[src/rtl/piso_tx_pkg.sv]
// Shared types and frame-geometry helpers for the piso_tx serializer.
// PISO_TX_PARITY_EN appends one even-parity bit to every frame.
package piso_tx_pkg;

  typedef logic [0:0] state_t;

  localparam state_t StIdle  = 1'b0;
  localparam state_t StShift = 1'b1;

  // Number of serial bits per frame, including the optional parity bit.
  function automatic int unsigned frame_len(input int unsigned width);
`ifdef PISO_TX_PARITY_EN
    return width + 1;
`else
    return width;
`endif
  endfunction

  // Index of the final bit of a frame; done and the reload window sit here.
  function automatic int unsigned last_idx(input int unsigned width);
    return frame_len(width) - 1;
  endfunction

endpackage

[src/rtl/piso_tx_if.sv]
// Parallel-side valid/ready handshake feeding the piso_tx serializer.
interface piso_tx_if #(
  parameter int unsigned WIDTH = 8
) ();

  logic             in_valid;
  logic             in_ready;
  logic [WIDTH-1:0] in_data;

  modport master (
    output in_valid,
    output in_data,
    input  in_ready
  );

  modport slave (
    input  in_valid,
    input  in_data,
    output in_ready
  );

endinterface

[src/rtl/piso_shift_reg.sv]
// WIDTH-bit load / shift-left register with async active-low clear; exposes its MSB.
module piso_shift_reg #(
  parameter int unsigned WIDTH = 8
) (
  input  logic             clk,
  input  logic             rest,
  input  logic             load,
  input  logic             shift,
  input  logic [WIDTH-1:0] din,
  output logic             msb
);

  logic [WIDTH-1:0] data_q;

  // Load wins over shift so a back-to-back reload replaces the drained word.
  always_ff @(posedge clk or negedge rest) begin
    if (!rest) begin
      data_q <= '0;
    end else if (load) begin
      data_q <= din;
    end else if (shift) begin
      data_q <= {data_q[WIDTH-2:0], 1'b0};
    end
  end

  assign msb = data_q[WIDTH-1];

endmodule

[src/rtl/piso_tx.sv]
// Parallel-in, serial-out transmitter: MSB first, frame strobe and last-bit done pulse.
// Define PISO_TX_PARITY_EN to append an even-parity bit after the LSB.
module piso_tx
  import piso_tx_pkg::*;
#(
  parameter  int unsigned WIDTH = 8,
  localparam int unsigned CNT_W = $clog2(WIDTH + 1)
) (
  input  logic       clk,
  input  logic       rest,
  piso_tx_if.slave   in_if,
  output logic       sout,
  output logic       sframe,
  output logic       done
);

  localparam logic [CNT_W-1:0] LastCnt = CNT_W'(last_idx(WIDTH));

  state_t           state_q, state_d;
  logic [CNT_W-1:0] cnt_q, cnt_d;
  logic             load;
  logic             shift;
  logic             accept;
  logic             last_bit;
  logic             sr_msb;
  logic             data_bit;

  assign last_bit       = (state_q == StShift) && (cnt_q == LastCnt);
  assign in_if.in_ready = (state_q == StIdle) || last_bit;
  assign accept         = in_if.in_valid && in_if.in_ready;

  always_comb begin
    state_d = state_q;
    cnt_d   = cnt_q;
    load    = 1'b0;
    shift   = 1'b0;
    if (accept) begin
      state_d = StShift;
      cnt_d   = '0;
      load    = 1'b1;
    end else if (state_q == StShift) begin
      shift = 1'b1;
      if (last_bit) begin
        state_d = StIdle;
        cnt_d   = '0;
      end else begin
        cnt_d = cnt_q + CNT_W'(1);
      end
    end
  end

  always_ff @(posedge clk or negedge rest) begin
    if (!rest) begin
      state_q <= StIdle;
      cnt_q   <= '0;
    end else begin
      state_q <= state_d;
      cnt_q   <= cnt_d;
    end
  end

  piso_shift_reg #(
    .WIDTH (WIDTH)
  ) u_shift_reg (
    .clk   (clk),
    .rest  (rest),
    .load  (load),
    .shift (shift),
    .din   (in_if.in_data),
    .msb   (sr_msb)
  );

`ifdef PISO_TX_PARITY_EN
  localparam logic [CNT_W-1:0] ParityCnt = CNT_W'(WIDTH);

  logic parity_q;

  // Parity is captured with the word so later in_data changes cannot affect it.
  always_ff @(posedge clk or negedge rest) begin
    if (!rest) begin
      parity_q <= 1'b0;
    end else if (load) begin
      parity_q <= ^in_if.in_data;
    end
  end

  assign data_bit = (cnt_q == ParityCnt) ? parity_q : sr_msb;
`else
  assign data_bit = sr_msb;
`endif

  assign sframe = (state_q == StShift);
  assign sout   = sframe && data_bit;
  assign done   = last_bit;

endmodule

[src/flat_wrapper.sv]
// flat-port wrapper written by rule: the top's interface ports become plain ports
module piso_tx_flat import piso_tx_pkg::*;
#(
  parameter  int unsigned WIDTH = 8,
  localparam int unsigned CNT_W = $clog2(WIDTH + 1)
)
  (clk, rest, sout, sframe, done, in_if_in_valid, in_if_in_data, in_if_in_ready);
  piso_tx_if #(.WIDTH(WIDTH)) in_if_i ();
  input  logic clk;
  input  logic rest;
  output logic sout;
  output logic sframe;
  output logic done;
  input wire logic [$bits(in_if_i.in_valid)-1:0] in_if_in_valid;
  input wire logic [$bits(in_if_i.in_data)-1:0] in_if_in_data;
  output wire logic [$bits(in_if_i.in_ready)-1:0] in_if_in_ready;
  assign in_if_i.in_valid = in_if_in_valid;
  assign in_if_i.in_data = in_if_in_data;
  assign in_if_in_ready = in_if_i.in_ready;
  piso_tx #(.WIDTH(WIDTH)) u_core (.clk(clk), .rest(rest), .in_if(in_if_i), .sout(sout), .sframe(sframe), .done(done));
endmodule
[config.mk]
export PLATFORM = sky130hd
export DESIGN_NAME = piso_tx_flat
export DESIGN_NICKNAME = d
export VERILOG_FILES = /design/src/rtl/piso_tx_pkg.sv /design/src/rtl/piso_tx_if.sv /design/src/rtl/piso_shift_reg.sv /design/src/rtl/piso_tx.sv /design/src/flat_wrapper.sv
export SDC_FILE = /design/constraint.sdc
export NUM_CORES = 1
export LEC_CHECK = 0
export BUFFER_PORTS_ARGS = -buffer_cell sky130_fd_sc_hd__buf_2
export CAP_MARGIN = 20
export CORE_MARGIN = 2
export CORE_UTILIZATION = 51
export CTS_CLUSTER_SIZE = 25
export DETAILED_ROUTE_END_ITERATION = 10
export GPL_TIMING_DRIVEN = 0
export PLACE_DENSITY_LB_ADDON = 0.05
export SLEW_MARGIN = 40
export SYNTH_ARGS = -nofsm -noshare
export SYNTH_HDL_FRONTEND = slang
export SYNTH_SLANG_ARGS = --single-unit
[constraint.sdc]
create_clock -name clk -period 1.9 [get_ports clk]
set_clock_uncertainty 0.2 [all_clocks]
set_input_delay 0.095 -clock clk [delete_from_list [all_inputs] [get_ports clk]]
set_output_delay 0.095 -clock clk [all_outputs]
set_load 0.02 [all_outputs]
# [Yosys cells after proc, flatten, opt, wreduce, memory -nomap -nowiden]
# Cells that the tools add are included.
[totals] reg_bits=13 latch_bits=0 ramBits=0 romBits=0 in_bits=11 out_inout_bits=4 wordCells=23 n_memories=0
[op_classes] addsub=1 n_mul=0 div_mod_pow=0 magnitude_cmp=0 n_eq_ne=1 n_shift=0 n_mux=11 bitwise_logic=1 reduce_logical=6
[op_table] cell="$mux 8" count=2
[op_table] cell="$mux 4" count=3
[op_table] cell="$mux 1" count=6
[op_table] cell="$add 4x1->4 const B" count=1
[op_table] cell="$eq 4x3->1 const B" count=1
[op_table] cell="$reduce_bool 2->1" count=2
[op_table] cell="$logic_and 1x1->1" count=3
[op_table] cell="$logic_or 1x1->1" count=1
[op_table] cell="$not 1->1" count=1

# [Longest topological paths before layout]
# Gate-level depths: netlist of the first run.
[logic_depth] ltp_word=7 ltp_mapped=5 depth_no_buf=4

# [By module]
# Synthesis of the first run repeated with hierarchy kept, for this count alone.
[hier_totals] cells_unflattened=62 hier_area_um2=649.4
[by_module_without_submodules] module="piso_shift_reg" instances=1 cells_each=34 area_each_um2=369.1 seq_area_each_um2=200.2
[by_module_without_submodules] module="piso_tx" instances=1 cells_each=28 area_each_um2=280.3 seq_area_each_um2=125.1

# [Worst setup path after synthesis of the first run]
# OpenSTA, ideal clock, no wires.
[synth_timing] path_type="reg-to-reg" from="register u_core.cnt_q[0]" to="register u_core.u_shift_reg.data_q[1]" setup_ns=0.123 arrival_time_ns=1.339 t_required_ns=1.577 slack_ns=0.238 path_stages_with_launch=6 n_path_buf=1 cell_sequence="dfrtp_1 > ha_1 > and3b_1 > nand2b_4 > buf_6 > o221a_1"
[synth_via] elab_chain_len=6 word_cells_on_any_way=8 cone_classes="eq/ne: 1; mux: 3; reduce/logical: 4"
[synth_lines] element="from (decl)" line="piso_tx.sv:20" text="logic [CNT_W-1:0] cnt_q, cnt_d;"
[synth_lines] element="from (signal assigned)" line="piso_tx.sv:58" text="cnt_q <= cnt_d;"
[synth_lines] element="$eq 4x3->1 *" line="piso_tx.sv:28" text="assign last_bit = (state_q == StShift) && (cnt_q == LastCnt);"
[synth_lines] element="$logic_and 1x1->1 *" line="piso_tx.sv:28"
[synth_lines] element="$logic_or 1x1->1 *" line="piso_tx.sv:29" text="assign in_if.in_ready = (state_q == StIdle) || last_bit;"
[synth_lines] element="named net in_if_in_ready" line="flat_wrapper.sv:16" text="output wire logic [$bits(in_if_i.in_ready)-1:0] in_if_in_ready;"
[synth_lines] element="$logic_and 1x1->1 *" line="piso_tx.sv:30" text="assign accept = in_if.in_valid && in_if.in_ready;"
[synth_lines] element="$mux 1" line="piso_tx.sv:37" text="if (accept) begin"
[synth_lines] element="$mux 8 or $reduce_bool 2->1 (tied branches)"
[synth_lines] element="to (signal assigned)" line="piso_shift_reg.sv:20" text="data_q <= din;"
[synth_lines] element="to (signal assigned)" line="piso_shift_reg.sv:22" text="data_q <= {data_q[WIDTH-2:0], 1'b0};"
[synth_lines] element="to (decl)" line="piso_shift_reg.sv:13" text="logic [WIDTH-1:0] data_q;"
# Mark *: on every way through the listed nets, which the timed path passes. The rest lies on a longest branch.
# A chain may end at the register's enable or synchronous reset.

# [Worst setup path after layout of the first run]
[layout_timing] from="register u_core.cnt_q[1]" to="output in_if_in_ready"
[layout_via] elab_chain_len=3
[layout_lines] element="$eq 4x3->1" line="piso_tx.sv:28"
[layout_lines] element="$logic_and 1x1->1" line="piso_tx.sv:28"
[layout_lines] element="$logic_or 1x1->1" line="piso_tx.sv:29"
[layout_lines] element="to (decl)" line="flat_wrapper.sv:16"
# Every way passes these cells.

==> run summary, run 1 <==
Status - finished, final reports clean
Wirelength per Cell - 14.5 um
Clock Path Buffers - 2
Final worst path period need - 1.84 ns
Skew-Pair Late Insertion Delay - 0.27 ns
Leakage - 0.473 nW
Slew headroom - 0.702
Mean post-synth cell area - 11.3 sq um
Hold Crit Class - input pin to async pin
Setup TNS - 0 ns
Drt drc - 0
RSZ-0062 raised after global routing - no
Starting Density - 0.539
Die Width - 41.1 um
Power consumption - 1.29 mW
First-pass GRT wire length - 2370 um
Final worst slack - 0.0640 ns
Pin count of the biggest net entering global routing - 14
CP Capture Type - output port
Placer's final routability congestion estimate - 0.654
YS warnings - 0
FP Rows - 13
Post-detail-place hpwl - 990 um
Fmax - 545 MHz
R2R Setup Slk - 0.23 ns
Port Buf Inserts - 14
Post-Route Utilization - 0.723
# clock sinks - 13
Placed cells - 91
Die extent in y - 41.1 um
Period utilization - 0.966
CTS root buffer - clkbuf_4
Initial antenna violation count - 0
Final setup viols - 0
Via/cell ratio - 5.47
Worst-margin pin slew - 0.446 ns
Vias in the first global route - 542
Post-synthesis sequential area ratio - 0.463
Layout cell share with drive strength beyond 1 - 0.323
WHS - 0.0319 ns
CP required - 1.60 ns
Startpoint types - register
Gate Count Post-Synth - 62
Worst vdd ir - 0.973 mV
GRT Residual Overflow - 0
Fin area - 941 sq um
Arrival time at the worst endpoint - 1.54 ns
Crit Path Class - register to output port
I/O pin cnt - 15
Initial drt markers - 16
Max-cap violations - 0
Placed inst area - 791 sq um
Antenna Violating Nets Remaining - 0
Register bit count reported by yosys - 13
Core area - 0.00130 sq mm
H-tree levels - 1
Routed vias - 591
Syn-to-layout area delta - 34.0%
Pwr/cell area - 1370 mW/mm^2
Total iterations of the first detailed-routing run - 4
GRT Util Overall - 0.220
Post-synthesis net count - 74
Wirelength, routed - 1560 um
TritonCTS Buffers - 3
CP Max Fanout - 10
Mapped cell area - 702 sq um
Die Area - 0.00169 sq mm
Hold Vio Cnt, Final - 0
Antenna diodes - 0
Non-Filler Instances - 108
Fin. max-slew vios - 0
Final layout net count - 106
CTS tree - built
Number of distinct library cells after synthesis - 29
Clock-pin slew on the worst setup and hold paths - 0.08 ns
Setup WS pre-CTS - 0.175 ns
## cell usage in the layout (no fill, tap or decap)
cell / instances
and2_1: 3
clkbuf_1: 2
a21oi_1: 1
nand2b_1: 1
nor2b_1: 3
buf_6: 1
o21ai_0: 2
o21ai_2: 1
inv_1: 1
o221a_2: 1
dfrtp_1: 13
nand3_1: 1
ha_2: 1
and2b_1: 3
inv_2: 1
nand2b_4: 1
clkbuf_4: 3
mux2i_1: 2
and3b_2: 1
nor2_1: 1
buf_4: 5
o22ai_1: 1
o221a_1: 6
a211o_1: 7
a31o_1: 1
nor3b_1: 1
dlygate4sd3_1: 9
buf_2: 15
nand2_1: 3
o21ai_1: 1
xnor2_1: 1
## worst max-delay path, cell delays in order (launching register included)
cell	delay [ns]
dfrtp_1	0.40
ha_2	0.19
and3b_2	0.23
nand2b_4	0.15
buf_6	0.14
buf_2	0.16
## sequential cells by signal, summed over array words and instances, names as in the netlist
register and cells:
u_core.u_shift_reg.data_q 8, u_core.cnt_q 4, u_core.sframe 1
## kinds of logic after synthesis
kind of cell | count (synthesis) | share of synthesized area
multiplexers | 2 | 0.0285
AO/OA/AOI/OAI | 21 | 0.262
XOR/XNOR | 1 | 0.0125
buffers and inverters | 6 | 0.0499
AND/OR/NAND/NOR | 18 | 0.166
flip-flops | 13 | 0.463
adder cells (fa/ha/maj) | 1 | 0.0178
## Yosys cell counts (all sizes together)
master | n | area, sq um
nand2b | 2 | 20.0
mux2i | 2 | 20.0
clkbuf | 1 | 3.75
a211o | 7 | 61.3
and3b | 1 | 8.76
nand3 | 1 | 5.00
o221a | 7 | 78.8
nor3b | 1 | 7.51
and2b | 3 | 22.5
nor2b | 3 | 18.8
o22ai | 1 | 6.26
inv | 2 | 7.50
ha | 1 | 12.5
and2 | 3 | 18.8
nand2 | 3 | 11.3
xnor2 | 1 | 8.76
o21ai | 4 | 23.8
dfrtp | 13 | 325
a31o | 1 | 8.76
buf | 3 | 23.8
a21oi | 1 | 5.00
nor2 | 1 | 3.75
## cell type report
| class | instances | area [sq um] |
|---|---|---|
| fillers | 106 | 360 |
| multi-input cells | 43 | 345 |
| flip-flops and latches | 13 | 325 |
| repair buffers | 27 | 190 |
| plain buffers | 4 | 27.5 |
| clock buffers | 4 | 26.3 |
| well taps | 15 | 18.8 |
| inverters | 2 | 7.51 |
## path summary, 6_finish.rpt
path	end	start	cells past startpoint
max	in_if_in_ready	u_core.cnt_q[1]$_DFFE_PN0P_	5
min	u_core.u_shift_reg.data_q[3]$_DFFE_PN0P_	rest	2
max reg2reg	u_core.u_shift_reg.data_q[2]$_DFFE_PN0P_	u_core.cnt_q[1]$_DFFE_PN0P_	5
min reg2reg	u_core.cnt_q[3]$_DFFE_PN0P_	u_core.cnt_q[3]$_DFFE_PN0P_	2
max in group asynchronous	u_core.u_shift_reg.data_q[6]$_DFFE_PN0P_	rest	2
min in group clk	u_core.u_shift_reg.data_q[5]$_DFFE_PN0P_	in_if_in_valid	3
## timing repair
action                                  4_1_cts  5_1_grt
endpoints found under the hold margin        21        0
setup buffers                                 1        3
endpoints found under the setup margin        1        1
cloned                                        0        0
resized for setup                             0        2
hold buffers                                  9        0
## routing by layer
metal / vias to the layer above / routed length, um / GRT usage
met5: - / 0 / 0
met4: 0 / 17 / 0.0968
met3: 2 / 42 / 0.0326
met2: 9 / 739 / 0.344
met1: 281 / 763 / 0.298
li1: 299 / - / -
## power breakdown
part / switching, mW / leakage [nW] / internal, mW
registers: 0.0915 / 0.164 / 0.387
logic: 0.290 / 0.294 / 0.346
clock network: 0.0911 / 0.0150 / 0.0812
total: 0.473 / 0.473 / 0.814
No activity file was read; power rests on OpenSTA's default activity.
==> run 2: changes to the inputs <==
--- a/config.mk
+++ b/config.mk
@@ -5,7 +5,7 @@
 export SDC_FILE = /design/constraint.sdc
 export NUM_CORES = 1
 export LEC_CHECK = 0
-export BUFFER_PORTS_ARGS = -buffer_cell sky130_fd_sc_hd__buf_2
+export BUFFER_PORTS_ARGS = -buffer_cell sky130_fd_sc_hd__buf_4
 export CAP_MARGIN = 20
 export CORE_MARGIN = 2
 export CORE_UTILIZATION = 51
==> run summary, run 2 (synthesized netlist as in run 1, its figures left out) <==
Status - finished, final reports clean
Setup WS pre-CTS - 0.162 ns (-0.0137 ns)
CTS root buffer - clkbuf_4
Placer's final routability congestion estimate - 0.653 (-0.20%)
Wirelength, routed - 1610 um (+3.0%)
Most frequent cells in the layout - 18 x buf_4, 13 x dfrtp_1, 10 x dlygate4sd3_1
Fin area - 977 sq um (+3.9%)
Clock Path Buffers - 2 (unchanged)
Starting Density - 0.539 (unchanged)
Final layout net count - 106 (unchanged)
Post-Route Utilization - 0.751 (+0.0279)
Core area - 0.00130 sq mm (unchanged)
Initial antenna violation count - 0 (unchanged)
CP Max Fanout - 10 (unchanged)
Die Area - 0.00169 sq mm (unchanged)
Drt drc - 0 (unchanged)
Arrival time at the worst endpoint - 1.54 ns (about the same)
FP Rows - 13 (unchanged)
Pwr/cell area - 1330 mW/mm^2 (-3.0%)
Placed inst area - 826 sq um (+4.4%)
Setup TNS - 0 ns (unchanged)
TritonCTS Buffers - 3 (unchanged)
Multi-input gate area - 344 sq um (-0.36%)
Max-cap violations - 0 (unchanged)
Sequential cell area - 325 sq um (unchanged)
Fill count - 98 (-7.5%)
Family with the most delay on the worst path - flip-flops
Most flops, register - u_core.u_shift_reg.data_q
Die Width - 41.1 um (unchanged)
Non-Filler Instances - 108 (unchanged)
CP required - 1.60 ns (about the same)
CTS tree - built
Worst vdd ir - 1.02 mV (+4.6%)
Buf/Inv on CP - 2 (unchanged)
Via/cell ratio - 5.54 (+1.2%)
Metal2 WL - 796 um (+7.7%)
Initial drt markers - 10 (-6)
Port Buf Inserts - 14 (unchanged)
Crit Path Class - register to output port
Hold Crit Class - input pin to register
H-tree levels - 1 (unchanged)
GRT Residual Overflow - 0 (unchanged)
# clock sinks - 13 (unchanged)
Final worst slack - 0.0613 ns (-0.00268 ns)
Crit-path max cell delay - 0.41 ns (about the same)
Hold Vio Cnt, Final - 0 (unchanged)
CP Capture Type - output port
Clock-pin slew on the worst setup and hold paths - 0.08 ns (about the same)
Pin count of the biggest net entering global routing - 14 (unchanged)
Post-detail-place hpwl - 1040 um (+4.6%)
Highest Signal Layer - met4
Worst-path cell chain - ha_2 > and3b_1 > nand2b_4 > buf_6 > buf_4
Layout cell share with drive strength beyond 1 - 0.301 (-0.0215)
Most common cell after layout, fill and taps aside - buf_4
I/O pin cnt - 15 (unchanged)
Placed cells - 91 (unchanged)
Slew headroom - 0.581 (-0.121)
Total iterations of the first detailed-routing run - 4 (unchanged)
DR WL met3 - 56 um (+33%)
Wirelength per Cell - 14.9 um (+3.0%)
Antenna diodes - 0 (unchanged)
Final worst path period need - 1.84 ns (+0.00268 ns)
Leakage - 0.484 nW (+2.2%)
GRT Util Overall - 0.215 (-0.00491)
Die extent in y - 41.1 um (unchanged)
Final setup viols - 0 (unchanged)
Routed vias - 598 (+1.2%)
Fin. max-slew vios - 0 (unchanged)
Worst-margin pin slew - 0.626 ns (+0.179 ns)
RSZ-0062 raised after global routing - no
Fmax - 544 MHz (-0.15%)
Period utilization - 0.968 (+0.00141)
Max reg flops - 8 (unchanged)
Startpoint types - register
Vias in the first global route - 499 (-7.9%)
Antenna Violating Nets Remaining - 0 (unchanged)
M1 wire length - 732 um (-4.1%)
First-pass GRT wire length - 2280 um (-3.8%)
Slowest CP cell - dfrtp_1
Syn-to-layout area delta - 39.2%
Skew-Pair Late Insertion Delay - 0.28 ns (about the same)
==> run 2: cell count changes in the layout (fill, tap and decap cells not counted) <==
cell	before	now
buf_2	15	1
buf_4	5	18
and3b_1	0	1
and3b_2	1	0
dlygate4sd3_1	9	10
==> run 2: stage by stage <==
| step | total power [mW] | hold slack [ns] |
|---|---|---|
| 2_1_floorplan | 0.893 | -0.401 |
| 3_3_place_gp | 1.04 | -0.251 |
| 3_5_place_dp | 1.05 | -0.251 |
| 4_1_cts | 1.25 | 0.0000925 |
| 5_1_grt | 1.38 | 0.0162 |
| 6_report | 1.30 | 0.00803 |
==> run 2: final timing paths <==
| kind | slack [ns] | startpoint | cells after the start | end |
|---|---|---|---|---|
| setup / recovery | 0.06 | u_core.cnt_q[1]$_DFFE_PN0P_ | 5 | in_if_in_ready |
| max in group asynchronous | 0.39 | rest | 3 | u_core.cnt_q[0]$_DFFE_PN0P_ |
| hold reg to reg | 0.36 | u_core.cnt_q[3]$_DFFE_PN0P_ | 2 | u_core.cnt_q[3]$_DFFE_PN0P_ |
| hold / removal | 0.008 | in_if_in_valid | 3 | u_core.u_shift_reg.data_q[7]$_DFFE_PN0P_ |
| min in group asynchronous | 0.71 | rest | 3 | u_core.u_shift_reg.data_q[3]$_DFFE_PN0P_ |
| setup reg to reg | 0.24 | u_core.cnt_q[1]$_DFFE_PN0P_ | 5 | u_core.u_shift_reg.data_q[7]$_DFFE_PN0P_ |
==> run 2: metal layers <==
layer / global-route usage / up-vias
met1: 0.270 / 285
met4: 0.0968 / 0
met5: 0 / -
met3: 0.0489 / 4
met2: 0.348 / 13
li1: - / 296
==> run 2: where the power goes <==
group          leakage [nW]  internal (mW)  switching, mW
clock                0.0150         0.0814         0.0946
combinational         0.304          0.355          0.285
sequential            0.164          0.387         0.0935
total                 0.484          0.823          0.473
==> run 2: layout make-up <==
cell class,count,area share
multi-input combinational,43,0.352
sequential,13,0.333
timing repair buffer,27,0.233
buffer,4,0.0282
clock buffer,4,0.0269
tap,15,0.0192
inverter,2,0.00768
==> run 2: repair_timing <==
| item | 4_1_cts | 5_1_grt |
|---|---|---|
| endpoints found under the hold margin | 21 | 0 |
| pin swaps | 0 | 1 |
| buffers inserted | 0 | 3 |
| gates resized for setup | 1 | 0 |
| hold buffers | 10 | 0 |
| setup endpoints to repair | 1 | 1 |
==> run 2: tightest hold or removal path, stage by stage <==
cell,delay (ns)
buf_4,0.10
a211o_1,0.09
o221a_1,0.16
